## src/rtl/ram_arb_pkg.sv

```systemverilog
// Shared definitions for the RAM frame-command arbiter: command codes, FSM states, port ids.
// Pure declarations; no logic or latency of its own.
// No backpressure behaviour; consumed by ram_cmd_arbiter and ram_arb_timer users.
package ram_arb_pkg;

    localparam logic [1:0] CMD_WR_ADDR = 2'b00;
    localparam logic [1:0] CMD_WR_DATA = 2'b01;
    localparam logic [1:0] CMD_RD_ADDR = 2'b10;
    localparam logic [1:0] CMD_RD_DATA = 2'b11;

    typedef enum logic [1:0] {
        IDLE     = 2'd0,
        WAIT_2ND = 2'd1,
        WAIT_RD  = 2'd2
    } arb_state_t;

    typedef enum logic {
        PORT_A = 1'b0,
        PORT_B = 1'b1
    } port_id_t;

    // Address frames (00, 10) open a transaction; data frames (01, 11) close or continue it.
    function automatic logic is_first(input logic [1:0] cmd);
        return ~cmd[0];
    endfunction

endpackage

```

## src/rtl/ram_arb_timer.sv

```systemverilog
// Loadable down-counter that flags when a held lock has been idle for the loaded number of cycles.
// expire is combinational from the count register; load takes effect on the next edge.
// No backpressure; load has priority over clear, clear over counting.
module ram_arb_timer #(
    parameter int WIDTH = 16
) (
    input  logic             clk,
    input  logic             rst,
    input  logic             load,
    input  logic             clear,
    input  logic             run,
    input  logic [WIDTH-1:0] load_value,
    output logic             expire
);

    logic [WIDTH-1:0] cnt;

    always_ff @(posedge clk) begin
        if (rst) begin
            cnt <= '0;
        end else if (load) begin
            cnt <= load_value;
        end else if (clear) begin
            cnt <= '0;
        end else if (run && (cnt != '0)) begin
            cnt <= cnt - 1'b1;
        end
    end

    // The last idle cycle is the one in which the count reads 1.
    assign expire = run && (cnt == WIDTH'(1));

endmodule

```

## src/rtl/ram_cmd_arbiter.sv

```systemverilog
// Per-transaction arbiter sharing the RAM frame port between port A and port B; optional lock timeout under ARB_TIMEOUT_EN.
// Frame to RAM and read data to owner are registered: one cycle after acceptance / ram_tx_valid.
// Ready is combinational: both ready in IDLE (tie loser held), only owner in WAIT_2ND, none in WAIT_RD.
module ram_cmd_arbiter
    import ram_arb_pkg::*;
#(
    parameter int FRAME_WIDTH    = 8,
    parameter int TIMEOUT_CYCLES = 255
) (
    input  logic                   clk,
    input  logic                   rst,
    input  logic                   a_valid,
    input  logic [FRAME_WIDTH+1:0] a_data,
    output logic                   a_ready,
    output logic                   a_tx_valid,
    output logic [FRAME_WIDTH-1:0] a_tx_data,
    input  logic                   b_valid,
    input  logic [FRAME_WIDTH+1:0] b_data,
    output logic                   b_ready,
    output logic                   b_tx_valid,
    output logic [FRAME_WIDTH-1:0] b_tx_data,
    output logic                   ram_rx_valid,
    output logic [FRAME_WIDTH+1:0] ram_din,
    input  logic                   ram_tx_valid,
    input  logic [FRAME_WIDTH-1:0] ram_dout,
    output logic                   busy,
    output logic                   err
);

    localparam int CW = FRAME_WIDTH + 2;

    arb_state_t state;
    port_id_t   owner;
    port_id_t   last_grant;

    logic          a_first, b_first, a_acc, b_acc;
    logic          tie, a_wins_tie, grant_any, own_acc, timeout;
    logic [CW-1:0] own_frame;
    logic [1:0]    own_cmd;

    assign a_first    = a_valid && is_first(a_data[CW-1:FRAME_WIDTH]);
    assign b_first    = b_valid && is_first(b_data[CW-1:FRAME_WIDTH]);
    assign tie        = a_first && b_first;
    assign a_wins_tie = (last_grant == PORT_B);

    always_comb begin
        a_ready = 1'b0;
        b_ready = 1'b0;
        unique case (state)
            IDLE: begin
                a_ready = !(tie && !a_wins_tie);
                b_ready = !(tie && a_wins_tie);
            end
            WAIT_2ND: begin
                a_ready = (owner == PORT_A);
                b_ready = (owner == PORT_B);
            end
            default: ;
        endcase
    end

    assign a_acc     = a_valid && a_ready;
    assign b_acc     = b_valid && b_ready;
    assign grant_any = (a_acc && a_first) || (b_acc && b_first);
    assign own_acc   = (owner == PORT_A) ? a_acc : b_acc;
    assign own_frame = (owner == PORT_A) ? a_data : b_data;
    assign own_cmd   = own_frame[CW-1:FRAME_WIDTH];

`ifdef ARB_TIMEOUT_EN
    localparam logic [15:0] TIMEOUT_LOAD = 16'(TIMEOUT_CYCLES);

    logic timer_load;

    // Every frame from the owner restarts the idle window, including the one that enters WAIT_RD.
    assign timer_load = ((state == IDLE) && grant_any) || ((state == WAIT_2ND) && own_acc);

    ram_arb_timer #(
        .WIDTH(16)
    ) u_timer (
        .clk        (clk),
        .rst        (rst),
        .load       (timer_load),
        .clear      (state == IDLE),
        .run        (state != IDLE),
        .load_value (TIMEOUT_LOAD),
        .expire     (timeout)
    );
`else
    // Without the timer the lock never expires; the parameter stays for interface compatibility.
    assign timeout = (TIMEOUT_CYCLES < 0);
`endif

    always_ff @(posedge clk) begin
        if (rst) begin
            state        <= IDLE;
            owner        <= PORT_A;
            last_grant   <= PORT_B;
            ram_rx_valid <= 1'b0;
            ram_din      <= '0;
            a_tx_valid   <= 1'b0;
            a_tx_data    <= '0;
            b_tx_valid   <= 1'b0;
            b_tx_data    <= '0;
            busy         <= 1'b0;
            err          <= 1'b0;
        end else begin
            ram_rx_valid <= 1'b0;
            a_tx_valid   <= 1'b0;
            b_tx_valid   <= 1'b0;
            err          <= 1'b0;
            unique case (state)
                IDLE: begin
                    if (a_acc && a_first) begin
                        ram_rx_valid <= 1'b1;
                        ram_din      <= a_data;
                        owner        <= PORT_A;
                        state        <= WAIT_2ND;
                        busy         <= 1'b1;
                    end else if (b_acc && b_first) begin
                        ram_rx_valid <= 1'b1;
                        ram_din      <= b_data;
                        owner        <= PORT_B;
                        state        <= WAIT_2ND;
                        busy         <= 1'b1;
                    end
                    // Orphaned data frames are swallowed so a confused requester cannot stall.
                    if ((a_acc && !a_first) || (b_acc && !b_first)) begin
                        err <= 1'b1;
                    end
                end
                WAIT_2ND: begin
                    if (own_acc) begin
                        ram_rx_valid <= 1'b1;
                        ram_din      <= own_frame;
                        case (own_cmd)
                            CMD_WR_DATA: begin
                                state      <= IDLE;
                                busy       <= 1'b0;
                                last_grant <= owner;
                            end
                            CMD_RD_DATA: state <= WAIT_RD;
                            default:     state <= WAIT_2ND;
                        endcase
                    end else if (timeout) begin
                        err        <= 1'b1;
                        state      <= IDLE;
                        busy       <= 1'b0;
                        last_grant <= owner;
                    end
                end
                WAIT_RD: begin
                    if (ram_tx_valid) begin
                        if (owner == PORT_A) begin
                            a_tx_valid <= 1'b1;
                            a_tx_data  <= ram_dout;
                        end else begin
                            b_tx_valid <= 1'b1;
                            b_tx_data  <= ram_dout;
                        end
                        state      <= IDLE;
                        busy       <= 1'b0;
                        last_grant <= owner;
                    end else if (timeout) begin
                        err        <= 1'b1;
                        state      <= IDLE;
                        busy       <= 1'b0;
                        last_grant <= owner;
                    end
                end
                default: begin
                    state <= IDLE;
                    busy  <= 1'b0;
                end
            endcase
        end
    end

endmodule

```

## config.mk

```make
export PLATFORM = sky130hd
export DESIGN_NAME = ram_cmd_arbiter
export DESIGN_NICKNAME = d
export VERILOG_FILES = /design/src/rtl/ram_arb_pkg.sv /design/src/rtl/ram_arb_timer.sv /design/src/rtl/ram_cmd_arbiter.sv
export SDC_FILE = /design/constraint.sdc
export NUM_CORES = 1
export LEC_CHECK = 0
export ABC_AREA = 1
export CELL_PAD_IN_SITES_DETAIL_PLACEMENT = 0
export CELL_PAD_IN_SITES_GLOBAL_PLACEMENT = 2
export CORE_ASPECT_RATIO = 0.5
export CORE_MARGIN = 2
export CORE_UTILIZATION = 20
export DETAILED_ROUTE_END_ITERATION = 12
export PLACE_DENSITY_LB_ADDON = 0.1
export SLEW_MARGIN = 15
export SYNTH_ARGS = -nofsm -noshare
export SYNTH_HDL_FRONTEND = slang
export SYNTH_SLANG_ARGS = --single-unit
```

## constraint.sdc

```tcl
create_clock -name clk -period 1.4 [get_ports clk]
set_input_delay 0.28 -clock clk [delete_from_list [all_inputs] [get_ports clk]]
set_output_delay 0.28 -clock clk [all_outputs]
set_load 0.02 [all_outputs]
```

Word level (Yosys, flattened, before mapping). Index checks and enable logic that the tools add are counted.

Logic and storage cells: 87. Input bits: 33. Bits in registers: 35.

Bitwise operators: 6. Muxes and demuxes: 32. Equal/unequal tests: 8. Reduce and logical (&&, ||, !) cells: 30.

Operator list (number): $mux W10 (4); $pmux W10 S2 (1); $mux W1 (16); $reduce_and A3 Y1 (4); $logic_and A1 B1 Y1 (11); $mux W2 (4); $pmux W1 S2 (4); $reduce_and A4 Y1 (2); $not A1 Y1 (6); $pmux W2 S3 (1); $reduce_bool A2 Y1 (3); $logic_not A1 Y1 (5); $eq A2 B1 Y1 const B (2); $eq A2 B2 Y1 const B (2); $ne A2 B2 Y1 const B (2); $pmux W2 S2 (1); $ne A3 B3 Y1 const B (1); $pmux W1 S3 (1); $reduce_or A3 Y1 (1); $logic_not A2 Y1 (1); $ne A2 B1 Y1 const B (1); $reduce_and A2 Y1 (1); $reduce_or A2 Y1 (1); $logic_or A1 B1 Y1 (1).

Logic depth before layout (Yosys ltp).
Depth in word-level cells: 11. Mapped depth: 12. Mapped depth without buffers: 12.

Least setup slack after synthesis. Ideal clock, no wire load.

Kind: register to register. Start point: reg state[0]. End point: reg ram_din[0]. Path slack: -59 ps. Arrival time: 1346 ps. Stages on the path, launching flop included: 11. Buffers on the path: 1. Required time: 1287 ps. Cell sequence: dfxtp_1 inv_2 nor2_8 nand2_2 nand2_2 buf_2 nand3b_1 nand3_1 nand3_1 nor2_1 nor2_1.

Word-level cells in the longest chain between the ends: 6.

RTL lines: from (decl) (RTL line ram_cmd_arbiter.sv:32) `arb_state_t state;`; from (signal assigned) (RTL line ram_cmd_arbiter.sv:95) `state <= IDLE;`; from (signal assigned) (RTL line ram_cmd_arbiter.sv:117) `state <= WAIT_2ND;`; from (signal assigned) (RTL line ram_cmd_arbiter.sv:123) `state <= WAIT_2ND;`; $eq A2 B1 Y1 or $logic_not A2 Y1 (tied branches) (RTL line ram_cmd_arbiter.sv:49) `unique case (state)`; $pmux W1 S2 (*) (RTL line ram_cmd_arbiter.sv:49); net a_ready (RTL line ram_cmd_arbiter.sv:14) `output logic a_ready,`; $logic_and A1 B1 Y1 (*) (RTL line ram_cmd_arbiter.sv:62) `assign a_acc = a_valid && a_ready;`; $mux W1 or $logic_and A1 B1 Y1 (tied branches) (RTL line ram_cmd_arbiter.sv:65, ram_cmd_arbiter.sv:113); $ne A2 B2 Y1 (no line) (tied with other cells); $reduce_and A3 Y1 (no line) or $pmux W10 S2 (tied branches); to (signal assigned) (RTL line ram_cmd_arbiter.sv:115) `ram_din <= a_data;`; to (signal assigned) (RTL line ram_cmd_arbiter.sv:121) `ram_din <= b_data;`; to (signal assigned) (RTL line ram_cmd_arbiter.sv:134) `ram_din <= own_frame;`; to (decl) (RTL line ram_cmd_arbiter.sv:23) `output logic [FRAME_WIDTH+1:0] ram_din,`.

Mark *: on every way through the listed nets, which the timed path passes. The rest lies on a longest branch. A chain may end at the register's enable or synchronous reset.

Worst setup path in the final report.
Start point: reg state[0]. End point: reg ram_din[6].

Word-level cells in the longest chain between the ends: 6.

RTL lines: $eq A2 B1 Y1 or $logic_not A2 Y1 (tied branches) (RTL line ram_cmd_arbiter.sv:49, ram_cmd_arbiter.sv:111); $pmux W1 S2 (RTL line ram_cmd_arbiter.sv:49); $logic_and A1 B1 Y1 (on tied branches) (RTL line ram_cmd_arbiter.sv:62, ram_cmd_arbiter.sv:63); $mux W1 (tied with other cells) (RTL line ram_cmd_arbiter.sv:65) `assign own_acc = (owner == PORT_A) ? a_acc : b_acc;`; $ne A2 B2 Y1 (no line) (tied with other cells); $reduce_and A3 Y1 (no line) or $pmux W10 S2 (tied branches).

Several ways; a longest one is shown, not always the timed one.

==> impl_metrics.tcl <==
set metrics [dict create \
    outcome "finished, violations left" \
    violations "setup timing" \
    met1_usage_pct 18.46 \
    io_pins 66 \
    postLayoutSetupSlackWorst_ns -0.05953 \
    diodes 0 \
    grt_util_all_layers_pct 13.94 \
    min_period_ns 1.460 \
    cts_tree "built" \
    busiest_layer "met2" \
    cp-start-kind "flip-flop" \
    synthToLayoutAreaGrowth_pct 89.66 \
    core.rowCount 23 \
    cp_max_fo 8 \
    grt_use_met3_pct 4.094 \
    dpl_worst_slack_ns -0.6868 \
    ant_nets 0 \
    hold_class "flip-flop to flip-flop" \
    yosys.area.top_type_share_pct 41.09 \
    tightest_slew_ns 0.2064 \
    fill_cells 848 \
    first_global_vias 2098 \
    synth-edff-count 0 \
    syn_nets 277 \
    globalplace.congestion 0.7522 \
    clkTransAtPathRegs_ns 0.06 \
    async_flop_share_pct 0 \
    synth_top_cells_by_area "dfxtp_1, nor2_1, nand3_1" \
    yosysMostFrequentCell "nor2_1" \
    reg2reg_depth 9 \
    drc_errors 0 \
    max_freq_mhz 685.2 \
    die_y_um 69.30 \
    clock_path_buffers 2 \
    wl_um 6195 \
    hold_viol 0 \
    clock_latency_ns 0.28 \
    start_util_pct 20.94 \
    drv_cap 0 \
    netlist_instances 244 \
    overflow 0 \
    yosys-top-cells-count "nor2_1, nand2_1, dfxtp_1" \
    p_seq_share_pct 33.1 \
    vdd_drop_max_mv 0.4572 \
    worst-setup-path-type "flip-flop to flip-flop" \
    slew_viol_final 0 \
    dieArea_um2 9326 \
    cts.sinks 35 \
    ys.warnings.count 0 \
    grt_antenna_before_repair 0 \
    vias_per_cell 4.333 \
    p_int_mw 2.303 \
    setup_viol 11 \
    cts-buffers-inserted 5 \
    worst_ep_required_time_ns 1.58 \
    dr_total_vias 1993 \
    ys_seq_area_share_pct 41.09 \
    end_kind "flip-flop" \
    rsz0062_at_grt "true" \
    layout-drive-gt1-share_pct 31.90 \
    syn-cell-area_um2 1705 \
    grt_util_met2_pct 21.94 \
    nets 380 \
    synth_top_flop_cell "dfxtp_1" \
    wl_per_cell_um 13.47 \
    p_leak_nw 1.527 \
    htreeDepth 2 \
    power.share.clock_pct 39.8 \
    place_hpwl_um 4358 \
    grt_max_degree 33 \
    switchingPower_mw 0.9933 \
    cp_data_arrival_time_ns 1.64 \
    die_w_um 134.6 \
    grt_first_pass_wirelength_um 10330 \
    period_share_pct 104.3 \
    finish.utilization_pct 39.71 \
    clock_skew_ns 0.005158 \
    core-area_um2 8144 \
    yosysTopAreaCell "dfxtp_1" \
    switching_share_pct 30.13 \
    synth-seq-cells 35 \
    slew-limit-headroom_pct 85.85 \
    p_comb_share_pct 27.1 \
    synth_area_per_cell_um2 6.989 \
    holdWs_ns 0.4568 \
    drtPass1Iterations 5 \
    worstHoldPathCells 2 \
    ys_types 27 \
    place.port_buffers 65 \
    drtIter0Drc 53 \
    root_buffer "clkbuf_16" \
    power_density_nw_per_um2 1019 \
]
-- sequential cells by signal, indices dropped and copies added, names as in the netlist --
name and flops:
a_tx_valid 1, state 2, b_tx_valid 1, a_wins_tie 1, busy 1, ram_rx_valid 1, b_tx_data 8, a_tx_data 8
err 1, owner 1, ram_din 10
-- final timing paths --
check	from	to	slack, ns
setup / recovery	state[0]	ram_din[6]	-0.06
hold / removal	ram_din[5]	ram_din[5]	0.46
setup reg to reg	state[0]	ram_din[6]	-0.06
hold reg to reg	ram_din[5]	ram_din[5]	0.46
-- critical path, cell delays in order (launching register included) --
cell and delay, ns:
dfxtp_4 0.36, inv_4 0.08, nor2_8 0.04, nand2_4 0.09, buf_4 0.12, clkinvlp_4 0.18
a22oi_1 0.21, nand2_1 0.11, nor2_2 0.11, nor2_1 0.04
-- cell usage in the layout (no fill, tap or decap), drive strengths merged, types with 2 or more instances in the layout --
master         count
inv               21
clkdlybuf4s15      2
clkinv             2
dlygate4sd2       33
nand2             47
dfxtp             35
a21oi              4
buf               39
nand3b             9
clkinvlp           2
a22oi              6
clkdlybuf4s50     28
o21ai             24
clkbuf             5
nor2              55
nand3             30
-- cells by family after synthesis --
logic type | after synthesis | share of synthesized area [%]
flops | 35 | 41.09
compound gates | 37 | 12.33
buf+inv | 30 | 7.337
simple gates | 141 | 38.67
mux | 1 | 0.5870
-- repair_timing --
item,in CTS,in global routing
gates cloned,2,0
hold buffers,0,0
setup endpoints to repair,49,32
pin swaps,28,10
hold endpoints to repair,0,0
setup buffers,4,2
gates resized for setup,118,14
-- cell type report --
cell class | count | area (um^2) | area share (%)
Clock buffer | 5 | 125.1 | 3.868
Clock inverter | 3 | 47.55 | 1.470
Inverter | 22 | 100.1 | 3.095
Multi-Input combinational cell | 180 | 1177 | 36.40
Sequential cell | 35 | 710.7 | 21.97
Tap cell | 112 | 140.1 | 4.333
Timing Repair Buffer | 102 | 924.6 | 28.59
Timing Repair inverter | 1 | 8.758 | 0.2708
-- metal layers --
layer | vias up | wire [um]
li1 | 1013 | -
met1 | 926 | 3093
met2 | 46 | 2701
met3 | 8 | 297
met4 | 0 | 103
met5 | - | 0
-- metrics by stage --
stage	power [mW]	area, um^2	setup TNS [ns]	std cells
floorplan	1.448	1710	0	244
global placement	1.821	2701	-12.88	444
detailed placement	1.822	2701	-14.29	444
CTS	3.337	3168	-0.4844	458
global route	3.464	3234	-1.421	460
finish	3.296	3234	-0.4008	460
-- power by group through the flow --
stage,Combinational (mW),Sequential [mW],Clock [mW]
2_1_floorplan,0.289,1.16,0
3_3_place_gp,0.712,1.11,0
3_5_place_dp,0.714,1.11,0
4_1_cts,0.877,1.09,1.37
5_1_grt,0.965,1.10,1.40
6_report,0.894,1.09,1.31
No activity file was read; power rests on OpenSTA's default activity.
